==> config.mk <==
export PLATFORM = sky130hd
export DESIGN_NAME = sweep_voice_flat
export DESIGN_NICKNAME = d
export VERILOG_FILES = /design/src/rtl/sweep_voice_pkg.sv /design/src/rtl/sweep_voice_if.sv /design/src/rtl/sweep_voice_lfsr_step.sv /design/src/rtl/sweep_voice.sv /design/src/flat_wrapper.sv
export SDC_FILE = /design/constraint.sdc
export NUM_CORES = 1
export LEC_CHECK = 0
export BUFFER_PORTS_ARGS = -buffer_cell sky130_fd_sc_hd__clkbuf_2
export CAP_MARGIN = 10
export CORE_MARGIN = 10
export CORE_UTILIZATION = 45
export CTS_CLUSTER_SIZE = 12
export DETAILED_ROUTE_END_ITERATION = 16
export GPL_TIMING_DRIVEN = 1
export SETUP_SLACK_MARGIN = 0.1
export SLEW_MARGIN = 20
export SYNTH_ARGS = -nofsm -noshare
export SYNTH_HDL_FRONTEND = slang
export SYNTH_SLANG_ARGS = --single-unit
==> constraint.sdc <==
create_clock -name i_Clk -period 5 [get_ports i_Clk]
set_clock_uncertainty 0.05 [all_clocks]
set_input_delay 1 -clock i_Clk [delete_from_list [all_inputs] [get_ports i_Clk]]
set_output_delay 1 -clock i_Clk [all_outputs]
set_load 0.02 [all_outputs]
==> src/rtl/sweep_voice_pkg.sv <==
// Shared types and constants for the sweep_voice audio generator.
// Holds the voice mode encoding and the noise LFSR polynomial/seed.
package sweep_voice_pkg;

  typedef enum logic [1:0] {
    MODE_TONE       = 2'd0,
    MODE_SWEEP_UP   = 2'd1,
    MODE_SWEEP_DOWN = 2'd2,
    MODE_NOISE      = 2'd3
  } mode_e;

  localparam int LFSR_W = 15;

  // x^15 + x^14 + 1: feedback from state bits 14 and 13
  localparam logic [LFSR_W-1:0] LFSR_TAPS = 15'h6000;
  localparam logic [LFSR_W-1:0] LFSR_SEED = 15'h0001;

endpackage

==> src/rtl/sweep_voice_if.sv <==
// Config valid/ready bundle for sweep_voice.
// master drives the i_Cfg_* offer, slave returns o_Cfg_Ready.
interface sweep_voice_if #(
  parameter int CNT_W = 16,
  parameter int VOL_W = 3
);

  logic             i_Cfg_Valid;
  logic             o_Cfg_Ready;
  logic [1:0]       i_Cfg_Mode;
  logic [CNT_W-1:0] i_Cfg_Period;
  logic [CNT_W-1:0] i_Cfg_Step;
  logic [CNT_W-1:0] i_Cfg_Limit;
  logic [VOL_W-1:0] i_Cfg_Volume;

  modport master (
    output i_Cfg_Valid,
    output i_Cfg_Mode,
    output i_Cfg_Period,
    output i_Cfg_Step,
    output i_Cfg_Limit,
    output i_Cfg_Volume,
    input  o_Cfg_Ready
  );

  modport slave (
    input  i_Cfg_Valid,
    input  i_Cfg_Mode,
    input  i_Cfg_Period,
    input  i_Cfg_Step,
    input  i_Cfg_Limit,
    input  i_Cfg_Volume,
    output o_Cfg_Ready
  );

endinterface

==> src/rtl/sweep_voice_lfsr_step.sv <==
// Fibonacci LFSR for the noise voice; advances on i_Adv.
// Ports: i_Clk, i_Reset_n, i_Adv strobe, o_Bit = next feedback bit.
module lfsr_step
  import sweep_voice_pkg::*;
(
  input  logic i_Clk,
  input  logic i_Reset_n,
  input  logic i_Adv,
  output logic o_Bit
);

  logic [LFSR_W-1:0] state;
  logic [LFSR_W-1:0] nxt;
  logic              fb;

  always_comb begin
    fb  = ^(state & LFSR_TAPS);
    nxt = {state[LFSR_W-2:0], fb};
  end

  // o_Bit is the bit that becomes state[0] on this advance
  assign o_Bit = fb;

  // reseed guard keeps the register out of the all-zero lockup
  always_ff @(posedge i_Clk or negedge i_Reset_n) begin
    if (!i_Reset_n) begin
      state <= LFSR_SEED;
    end else if (i_Adv) begin
      state <= (nxt == '0) ? LFSR_SEED : nxt;
    end
  end

endmodule

==> src/rtl/sweep_voice.sv <==
// Single audio voice: PWM-gated tone, up/down sweep or LFSR noise.
// Ports: i_Clk, i_Reset_n, i_Enable, cfg (slave), o_Out, o_Phase, o_Sweep_Done.
module sweep_voice
  import sweep_voice_pkg::*;
#(
  parameter int CNT_W = 16,
  parameter int VOL_W = 3
) (
  input  logic         i_Clk,
  input  logic         i_Reset_n,
  input  logic         i_Enable,
  sweep_voice_if.slave cfg,
  output logic         o_Out,
  output logic         o_Phase,
  output logic         o_Sweep_Done
);

  localparam int TW = CNT_W + VOL_W + 1;

  logic [CNT_W-1:0] cnt;
  logic             phase;
  logic             pending;
  logic             done_seen;

  mode_e            mode;
  logic [CNT_W-1:0] period;
  logic [CNT_W-1:0] step;
  logic [CNT_W-1:0] limit;
  logic [VOL_W-1:0] volume;

  mode_e            sh_mode;
  logic [CNT_W-1:0] sh_period;
  logic [CNT_W-1:0] sh_step;
  logic [CNT_W-1:0] sh_limit;
  logic [VOL_W-1:0] sh_volume;

  logic             term;
  logic             xfer;
  logic             apply;
  logic             is_sweep;
  logic             lfsr_adv;
  logic             lfsr_bit;
  mode_e            eff_mode;
  logic [CNT_W:0]   sum_up;
  logic [CNT_W:0]   lim_up;
  logic [CNT_W-1:0] swept;
  logic [TW-1:0]    prod;
  logic [TW-1:0]    thresh;
  logic             cnt_lt;

  assign cfg.o_Cfg_Ready = ~pending;

  always_comb begin
    term     = i_Enable && (cnt == period);
    xfer     = cfg.i_Cfg_Valid && !pending;
    // shadow lands on an event, or straight away while stopped
    apply    = pending && (term || !i_Enable);
    eff_mode = apply ? sh_mode : mode;
    lfsr_adv = term && (eff_mode == MODE_NOISE);
    is_sweep = (mode == MODE_SWEEP_UP) ||
               (mode == MODE_SWEEP_DOWN);
  end

  // one-bit-wider sums so the limit compare cannot wrap
  always_comb begin
    sum_up = {1'b0, period} + {1'b0, step};
    lim_up = {1'b0, limit} + {1'b0, step};
    swept  = period;
    unique case (1'b1)
      mode == MODE_SWEEP_UP: begin
        if (sum_up >= {1'b0, limit}) swept = limit;
        else                         swept = sum_up[CNT_W-1:0];
      end
      mode == MODE_SWEEP_DOWN: begin
        if ({1'b0, period} < lim_up) swept = limit;
        else                         swept = period - step;
      end
      default: swept = period;
    endcase
  end

  // high-half duty threshold: (period+1)*volume / 2^VOL_W
  always_comb begin
    prod   = ({{(VOL_W+1){1'b0}}, period} + TW'(1)) *
             {{(CNT_W+1){1'b0}}, volume};
    thresh = prod >> VOL_W;
    cnt_lt = {{(VOL_W+1){1'b0}}, cnt} < thresh;
  end

  lfsr_step u_lfsr (
    .i_Clk     (i_Clk),
    .i_Reset_n (i_Reset_n),
    .i_Adv     (lfsr_adv),
    .o_Bit     (lfsr_bit)
  );

  always_ff @(posedge i_Clk or negedge i_Reset_n) begin
    if (!i_Reset_n) begin
      cnt          <= '0;
      phase        <= 1'b0;
      pending      <= 1'b0;
      done_seen    <= 1'b0;
      mode         <= MODE_TONE;
      period       <= '1;
      step         <= '0;
      limit        <= '0;
      volume       <= '0;
      sh_mode      <= MODE_TONE;
      sh_period    <= '0;
      sh_step      <= '0;
      sh_limit     <= '0;
      sh_volume    <= '0;
      o_Out        <= 1'b0;
      o_Phase      <= 1'b0;
      o_Sweep_Done <= 1'b0;
    end else begin
      o_Phase      <= phase;
      o_Sweep_Done <= 1'b0;

      if (xfer) begin
        sh_mode   <= mode_e'(cfg.i_Cfg_Mode);
        sh_period <= cfg.i_Cfg_Period;
        sh_step   <= cfg.i_Cfg_Step;
        sh_limit  <= cfg.i_Cfg_Limit;
        sh_volume <= cfg.i_Cfg_Volume;
        pending   <= 1'b1;
      end

      if (apply) begin
        mode      <= sh_mode;
        period    <= sh_period;
        step      <= sh_step;
        limit     <= sh_limit;
        volume    <= sh_volume;
        done_seen <= 1'b0;
        pending   <= 1'b0;
      end

      if (!i_Enable) begin
        cnt   <= '0;
        phase <= 1'b0;
        o_Out <= 1'b0;
      end else begin
        o_Out <= phase & cnt_lt;
        if (term) begin
          cnt <= '0;
          if (eff_mode == MODE_NOISE) phase <= lfsr_bit;
          else                        phase <= ~phase;
          // an applying event takes the new period as-is
          if (!apply && is_sweep) begin
            period <= swept;
            if ((swept == limit) && !done_seen) begin
              o_Sweep_Done <= 1'b1;
              done_seen    <= 1'b1;
            end
          end
        end else begin
          cnt <= cnt + 1'b1;
        end
      end
    end
  end

endmodule
==> src/flat_wrapper.sv <==
// flat-port wrapper written by rule: the top's interface ports become plain ports
module sweep_voice_flat import sweep_voice_pkg::*;
#(
  parameter int CNT_W = 16,
  parameter int VOL_W = 3
)
  (i_Clk, i_Reset_n, i_Enable, o_Out, o_Phase, o_Sweep_Done, cfg_i_Cfg_Valid, cfg_i_Cfg_Mode, cfg_i_Cfg_Period, cfg_i_Cfg_Step, cfg_i_Cfg_Limit, cfg_i_Cfg_Volume, cfg_o_Cfg_Ready);
  sweep_voice_if #(.CNT_W(CNT_W), .VOL_W(VOL_W)) cfg_i ();
  input  logic i_Clk;
  input  logic i_Reset_n;
  input  logic i_Enable;
  output logic o_Out;
  output logic o_Phase;
  output logic o_Sweep_Done;
  input wire logic [$bits(cfg_i.i_Cfg_Valid)-1:0] cfg_i_Cfg_Valid;
  input wire logic [$bits(cfg_i.i_Cfg_Mode)-1:0] cfg_i_Cfg_Mode;
  input wire logic [$bits(cfg_i.i_Cfg_Period)-1:0] cfg_i_Cfg_Period;
  input wire logic [$bits(cfg_i.i_Cfg_Step)-1:0] cfg_i_Cfg_Step;
  input wire logic [$bits(cfg_i.i_Cfg_Limit)-1:0] cfg_i_Cfg_Limit;
  input wire logic [$bits(cfg_i.i_Cfg_Volume)-1:0] cfg_i_Cfg_Volume;
  output wire logic [$bits(cfg_i.o_Cfg_Ready)-1:0] cfg_o_Cfg_Ready;
  assign cfg_i.i_Cfg_Valid = cfg_i_Cfg_Valid;
  assign cfg_i.i_Cfg_Mode = cfg_i_Cfg_Mode;
  assign cfg_i.i_Cfg_Period = cfg_i_Cfg_Period;
  assign cfg_i.i_Cfg_Step = cfg_i_Cfg_Step;
  assign cfg_i.i_Cfg_Limit = cfg_i_Cfg_Limit;
  assign cfg_i.i_Cfg_Volume = cfg_i_Cfg_Volume;
  assign cfg_o_Cfg_Ready = cfg_i.o_Cfg_Ready;
  sweep_voice #(.CNT_W(CNT_W), .VOL_W(VOL_W)) u_core (.i_Clk(i_Clk), .i_Reset_n(i_Reset_n), .i_Enable(i_Enable), .cfg(cfg_i), .o_Out(o_Out), .o_Phase(o_Phase), .o_Sweep_Done(o_Sweep_Done));
endmodule
Yosys cells after proc, flatten, opt, wreduce, memory -nomap -nowiden --
Index checks and enable logic that the tools add are counted.
Operators by class: add/subtract/negate cells 5, multiply operators 1, magnitude comparators 3, eq/ne operators 6, multiplexer cells 26, bitwise gates (word level) 3, reductions and logical operators 15
Operators by type and width (number):
- two-way mux 16 bit | 8
- adder 16 x 16 -> 17 bit | 2
- less-than comparator 16 x 17 -> 1 bit | 2
- == test 16 bit | 2
- case mux 16 bit (2 select lines) | 1
- multiplier 20 x 3 -> 20 bit | 1
- adder 16 x 1 -> 17 bit (second input constant) | 1
- >= comparator 17 x 16 -> 1 bit | 1
- adder 16 x 1 -> 16 bit (second input constant) | 1
- subtractor 16 bit | 1
- logical NOT 15 bit | 1
- two-way mux 1 bit | 15
- two-way mux 15 bit | 1
- parity 15 bit | 1
- logical AND 1 bit | 6
- == test 2 bit (second input constant) | 2
- logical NOT 1 bit | 4
- == test 2 x 1 -> 1 bit (second input constant) | 1
- logical OR 1 bit | 2
- two-way mux 2 bit | 1
- inequality test 2 x 1 -> 1 bit (second input constant) | 1
- inverter 1 bit | 2
- nonzero test 2 bit | 1
- bitwise AND 1 bit | 1
Word-level totals: register bits 143, output and inout bits 4, word-level logic and storage cells 77

Depth between registers and ports, before layout --
depth in word-level cells 10, gate-level depth with buffers 24

By module --
A second synthesis with hierarchy kept.
Second synthesis, totals: cell total of the unflattened synthesis 1372, area, all modules 11966.5 um^2
Modules (own cells, without submodules):
- sweep_voice | instances 1, cells each 1331, area each 11315.9 um^2, sequential area each 3223.1 um^2
- lfsr_step | instances 1, cells each 41, area each 650.6 um^2, sequential area each 376.6 um^2

Least setup slack after synthesis --
No wires, ideal clock.
kind flip-flop to flip-flop, from register u_core.period[5], to register u_core.done_seen, setup time 77 ps, arrival 4638 ps, setup slack 235 ps, stages on the path, launching flop included 20, path buffers 2, period minus slack after synthesis 4765 ps, cell sequence dfstp_2 ha_1 buf_4 nor3b_1 o31a_1 a311oi_2 o21ai_1 o31ai_1 xnor2_1 ha_1 nand4_1 or4_1 o211ai_2 buf_2 a21oi_2 a41oi_1 o32ai_1 a2111oi_2 nand4_1 o21ai_1
Between the ends: longest elaborated chain between the ends 10
RTL lines:
- start, declared | RTL line sweep_voice.sv:26 | logic [CNT_W-1:0] period;
- start signal, assigned | RTL line sweep_voice.sv:131 | period <= sh_period;
- start signal, assigned | RTL line sweep_voice.sv:151 | period <= swept;
- adder 16 x 16 -> 17 bit | RTL line sweep_voice.sv:66 | sum_up = {1'b0, period} + {1'b0, step};
- >= comparator 17 x 16 -> 1 bit | RTL line sweep_voice.sv:71 | if (sum_up >= {1'b0, limit}) swept = limit;
- two-way mux 16 bit | RTL line sweep_voice.sv:71
- case mux 16 bit (2 select lines) | RTL line sweep_voice.sv:69 | unique case (1'b1)
- == test 16 bit | RTL line sweep_voice.sv:152 | if ((swept == limit) && !done_seen) begin
- logical AND 1 bit | RTL line sweep_voice.sv:152
- two-way mux 1 bit | RTL line sweep_voice.sv:152
- two-way mux 1 bit | RTL line sweep_voice.sv:150 | if (!apply && is_sweep) begin
- two-way mux 1 bit | RTL line sweep_voice.sv:145 | if (term) begin
- two-way mux 1 bit * | RTL line sweep_voice.sv:139 | if (!i_Enable) begin
- end signal, assigned | RTL line sweep_voice.sv:102 | done_seen <= 1'b0;
- end signal, assigned | RTL line sweep_voice.sv:135 | done_seen <= 1'b0;
- end signal, assigned | RTL line sweep_voice.sv:154 | done_seen <= 1'b1;
- end, declared | RTL line sweep_voice.sv:23 | logic done_seen;
Every way passes the cells marked *; elsewhere a longest branch is shown, timed or not. A chain may end at the register's enable or synchronous reset.

Worst setup path in the final report --
from register u_core.step[1], to register u_core.done_seen
Between the ends: longest elaborated chain between the ends 10
RTL lines:
- start, declared | RTL line sweep_voice.sv:27 | logic [CNT_W-1:0] step;
- start signal, assigned | RTL line sweep_voice.sv:132 | step <= sh_step;
- adder 16 x 16 -> 17 bit (on tied branches) | RTL line sweep_voice.sv:67, sweep_voice.sv:66
- less-than comparator 16 x 17 -> 1 bit or >= comparator 17 x 16 -> 1 bit (tied branches) | RTL line sweep_voice.sv:75, sweep_voice.sv:71
- two-way mux 16 bit (on tied branches) | RTL line sweep_voice.sv:75, sweep_voice.sv:71
- case mux 16 bit (2 select lines) * | RTL line sweep_voice.sv:69
- == test 16 bit * | RTL line sweep_voice.sv:152
- logical AND 1 bit * | RTL line sweep_voice.sv:152
- two-way mux 1 bit * | RTL line sweep_voice.sv:152
- two-way mux 1 bit * | RTL line sweep_voice.sv:150
- two-way mux 1 bit * | RTL line sweep_voice.sv:145
- two-way mux 1 bit * | RTL line sweep_voice.sv:139
Marks and branches as above.

==> PnR_summary.wiki <==
{| class="wikitable"
! Metric !! Value
|-
| Outcome || completed
|-
| Synth top area share || 0.255
|-
| Number of design-rule violations left by the first detailed-router iteration || 1,082
|-
| Ant diodes || 0
|-
| Clock Latency Late Sink || 0.45 ns
|-
| Most used flip-flop cell after synthesis || sky130_fd_sc_hd__dfrtp_1
|-
| Filler cell count in the final layout || 2,486
|-
| Pins over their slew limit || 0
|-
| Cell repeated most along the worst path || sky130_fd_sc_hd__buf_6
|-
| Post-synthesis cell type with the largest combined area || sky130_fd_sc_hd__dfrtp_1
|-
| Overflow left after global routing || 0
|-
| Share of the core filled with cells in the final layout || 0.573
|-
| Cell chain of the critical path || buf_4 -> inv_2 -> buf_6 -> fa_2 -> nor2_4 -> o311ai_4 -> a211oi_2 -> or3_1 -> and2_4 -> inv_1 -> ha_1 -> a21oi_2 -> o221ai_2 -> a31oi_4 -> o211ai_4 -> buf_6 -> or4b_2 -> a41oi_2 -> a31o_2 -> nor4_4 -> a31oi_2 -> o21ai_1
|-
| Static Leakage || 7.11 nW
|-
| CP startpoint kind || register
|-
| DP Wirelength || 33,900 um
|-
| Detailed-route DRC error count || 0
|-
| Root buffer cell || sky130_fd_sc_hd__clkbuf_16
|-
| Cell with the largest stage delay on the worst path || sky130_fd_sc_hd__or4b_2
|-
| Overall fraction of global-route tracks in use || 0.254
|-
| RePlAce Congestion || 1.06
|-
| Reg clk slew, reported paths || 0.08 ns
|-
| Detail Route Antenna Nets || 0
|-
| Post-Syn Nets || 1,625
|-
| Flop and latch count out of synthesis || 143
|-
| Placeable core region || 27,000 um2
|-
| Clock Tree Buf Depth || 2
|-
| Most common cell after layout, fill and taps aside || sky130_fd_sc_hd__nand2_1
|-
| Fin Hold WS || 0.413 ns
|-
| Non-Filler Instances || 1,982
|-
| Yosys warnings || 0
|-
| Vias || 11,899
|-
| Required time at the worst-slack endpoint || 5.28 ns
|-
| Actual slew at the worst max-slew pin || 0.830 ns
|-
| Finished layout cell area || 15,500 um2
|-
| Unrepaired setup endpoints after global routing || true
|-
| Count of distinct cell types in the synthesized netlist || 95
|-
| Seq/Total Area, Yosys || 0.291
|-
| Total standard cell area after synthesis || 12,400 um2
|-
| Number of nets in the final layout || 1,818
|-
| Worst setup EP type || register
|-
| Reg-to-Reg Start || u_core.step[1]
|-
| Highest attainable clock frequency || 205 MHz
|-
| Maximum number of pins on one net before global-route repair || 85
|-
| Number of placement rows || 60
|-
| Capture point of the worst path || u_core.done_seen
|-
| Drt pass-1 iters || 6
|-
| Initial cell density of the core || 0.458
|-
| Global-route wire length before repair || 67,100 um
|-
| Max-cap violation count || 0
|-
| Count of flip-flops with a built-in enable after synthesis || 0
|-
| Via density per instance || 6.00
|-
| Final min period || 4.87 ns
|-
| Register-to-Register Path Depth || 22
|-
| Fin Setup TNS || 0 ns
|-
| H-tree depth reported by CTS || 4
|-
| Kind of path behind the tightest hold check || reg -> reg
|-
| Placed cell count || 1,922
|-
| Instance count of the mapped netlist || 1,435
|-
| Final Hold Fails || 0
|-
| End of the worst register-to-register path || u_core.done_seen
|-
| Wire length reported by the detailed router || 44,800 um
|-
| CP Class || reg -> reg
|-
| Mean post-synth cell area || 8.63 um2
|-
| Number of buffers created by CTS || 17
|-
| Final setup viols || 0
|-
| Top Ports || 61
|-
| TritonCTS clock tree || yes
|-
| Leading cell types by total area after synthesis || sky130_fd_sc_hd__dfrtp_1 25%, sky130_fd_sc_hd__ha_1 12%, sky130_fd_sc_hd__mux2_2 6.2%
|-
| Async S/R FF share, synth || 1.00
|-
| Max-slew headroom at the worst pin || 0.438
|-
| Worst-path maximum fanout || 7
|-
| Part of the cycle the worst path needs || 0.975
|-
| Number of antenna violations at the first check in global routing || 2
|-
| Most frequent cells in the layout || 160 x sky130_fd_sc_hd__nand2_1, 159 x sky130_fd_sc_hd__buf_4, 126 x sky130_fd_sc_hd__dfrtp_1
|-
| Worst setup startpoint || u_core.step[1]
|-
| Syn-to-layout area delta || 25.0%
|-
| Vias in the first global route || 11,358
|-
| Routed wirelength normalized by instance count || 22.6 um
|-
| CP peak stage delay || 0.69 ns
|-
| IO buf count || 60
|-
| Die span in x || 186 um
|-
| Register-to-register setup slack || 0.13 ns
|-
| Power density normalized to cell area || 788 nW/um2
|-
| Placed Area || 14,000 um2
|-
| CP arrival || 5.15 ns
|-
| Peak supply drop || 309 uV
|-
| CTS Sinks || 143
|-
| Layout cell share with drive strength beyond 1 || 0.291
|-
| Die Ht || 186 um
|-
| Area of the die || 34,600 um2
|}
-- power breakdown --
group	switching (mW)	internal (mW)	total [mW]	leakage, nW
Sequential	0.301	1.44	1.74	1.75
Combinational	5.20	3.89	9.10	5.07
Clock	0.641	0.716	1.36	0.289
-- sequential cells by signal (all words and copies together) (netlist names) --
name and cells:
u_core.cnt 16, u_core.limit 16, u_core.period 16, u_core.sh_limit 16
u_core.sh_period 16, u_core.sh_step 16, u_core.step 16, u_core.u_lfsr.state 15
u_core.sh_volume 3, u_core.volume 3, u_core.mode 2, u_core.sh_mode 2
u_core.done_seen 1, u_core.o_Out 1, u_core.o_Phase 1, u_core.o_Sweep_Done 1
u_core.pending 1, u_core.phase 1
-- timing repair --
item	4_1_cts	5_1_grt
gates cloned	0	1
setup buffers	0	27
hold buffers	0	0
endpoints found under the setup margin	5	17
pin swaps	2	65
gates resized for setup	27	114
-- per-layer routing --
metal | vias up | track usage | part of all wire
met1 | 5775 | 0.358 | 0.45
met5 | - | 0 | 0.00051
met2 | 515 | 0.382 | 0.44
met3 | 86 | 0.0501 | 0.085
li1 | 5519 | - | -
met4 | 4 | 0.0806 | 0.033
-- critical path: cells and delay by family (launching register included) --
kind	cells	cell delay, ns
compound gates	10	1.91
simple gates	5	1.39
buf+inv	5	0.53
fa+ha+maj	2	0.48
flops	1	0.41
-- cell usage after synthesis, types with 16 or more instances --
master	number
sky130_fd_sc_hd__fa_1	19
sky130_fd_sc_hd__nor3_1	25
sky130_fd_sc_hd__mux2_2	68
sky130_fd_sc_hd__inv_1	110
sky130_fd_sc_hd__xor2_1	42
sky130_fd_sc_hd__o21ai_0	107
sky130_fd_sc_hd__or3_1	19
sky130_fd_sc_hd__nor2_1	90
sky130_fd_sc_hd__ha_1	114
sky130_fd_sc_hd__dfrtp_1	126
sky130_fd_sc_hd__dfstp_2	17
sky130_fd_sc_hd__nand2_1	161
sky130_fd_sc_hd__o211ai_1	16
sky130_fd_sc_hd__a31oi_1	19
sky130_fd_sc_hd__clkbuf_1	35
sky130_fd_sc_hd__xnor2_1	43
sky130_fd_sc_hd__nand3_1	38
sky130_fd_sc_hd__a21oi_1	81
sky130_fd_sc_hd__a21o_1	23
-- logic make-up after synthesis --
group / Yosys count / synth area share
xor gates and xnor gates: 86 / 0.0614
adders and majority gates: 133 / 0.146
DFF: 143 / 0.291
buffers and inverters: 173 / 0.0556
AOI/OAI and AO/OA: 383 / 0.207
muxes: 73 / 0.0662
and+or+nand+nor: 444 / 0.174
-- through the flow --
stage | power, mW | setup WS, ns
floorplan | 6.44 | 0.235
global placement | 9.35 | -0.0120
detailed placement | 9.37 | -0.0804
CTS | 10.9 | 0.0913
global route | 12.9 | -0.0836
finish | 12.2 | 0.127
-- worst min path at each step --
stage,end,from,slack [ns],depth (start not counted)
after floorplan,u_core.o_Phase,u_core.phase,0.34,0
after global placement,u_core.o_Phase,u_core.phase,0.38,0
after detailed placement,u_core.o_Phase,u_core.phase,0.39,0
after CTS,u_core.o_Phase,u_core.phase,0.41,0
after global routing,u_core.o_Phase,u_core.phase,0.45,0
final,u_core.step[9],u_core.sh_step[9],0.41,2
-- cell type report --
cell class                      instances  area [um2]  share of cell area
Multi-Input combinational cell       1119        8770               0.566
Sequential cell                       143        3600               0.233
Timing Repair Buffer                  233        1670               0.108
Inverter                              114         428              0.0276
Tap cell                              341         427              0.0276
Clock buffer                           17         425              0.0275
Clock inverter                         15         169              0.0109
No activity file was read; power rests on OpenSTA's default activity.
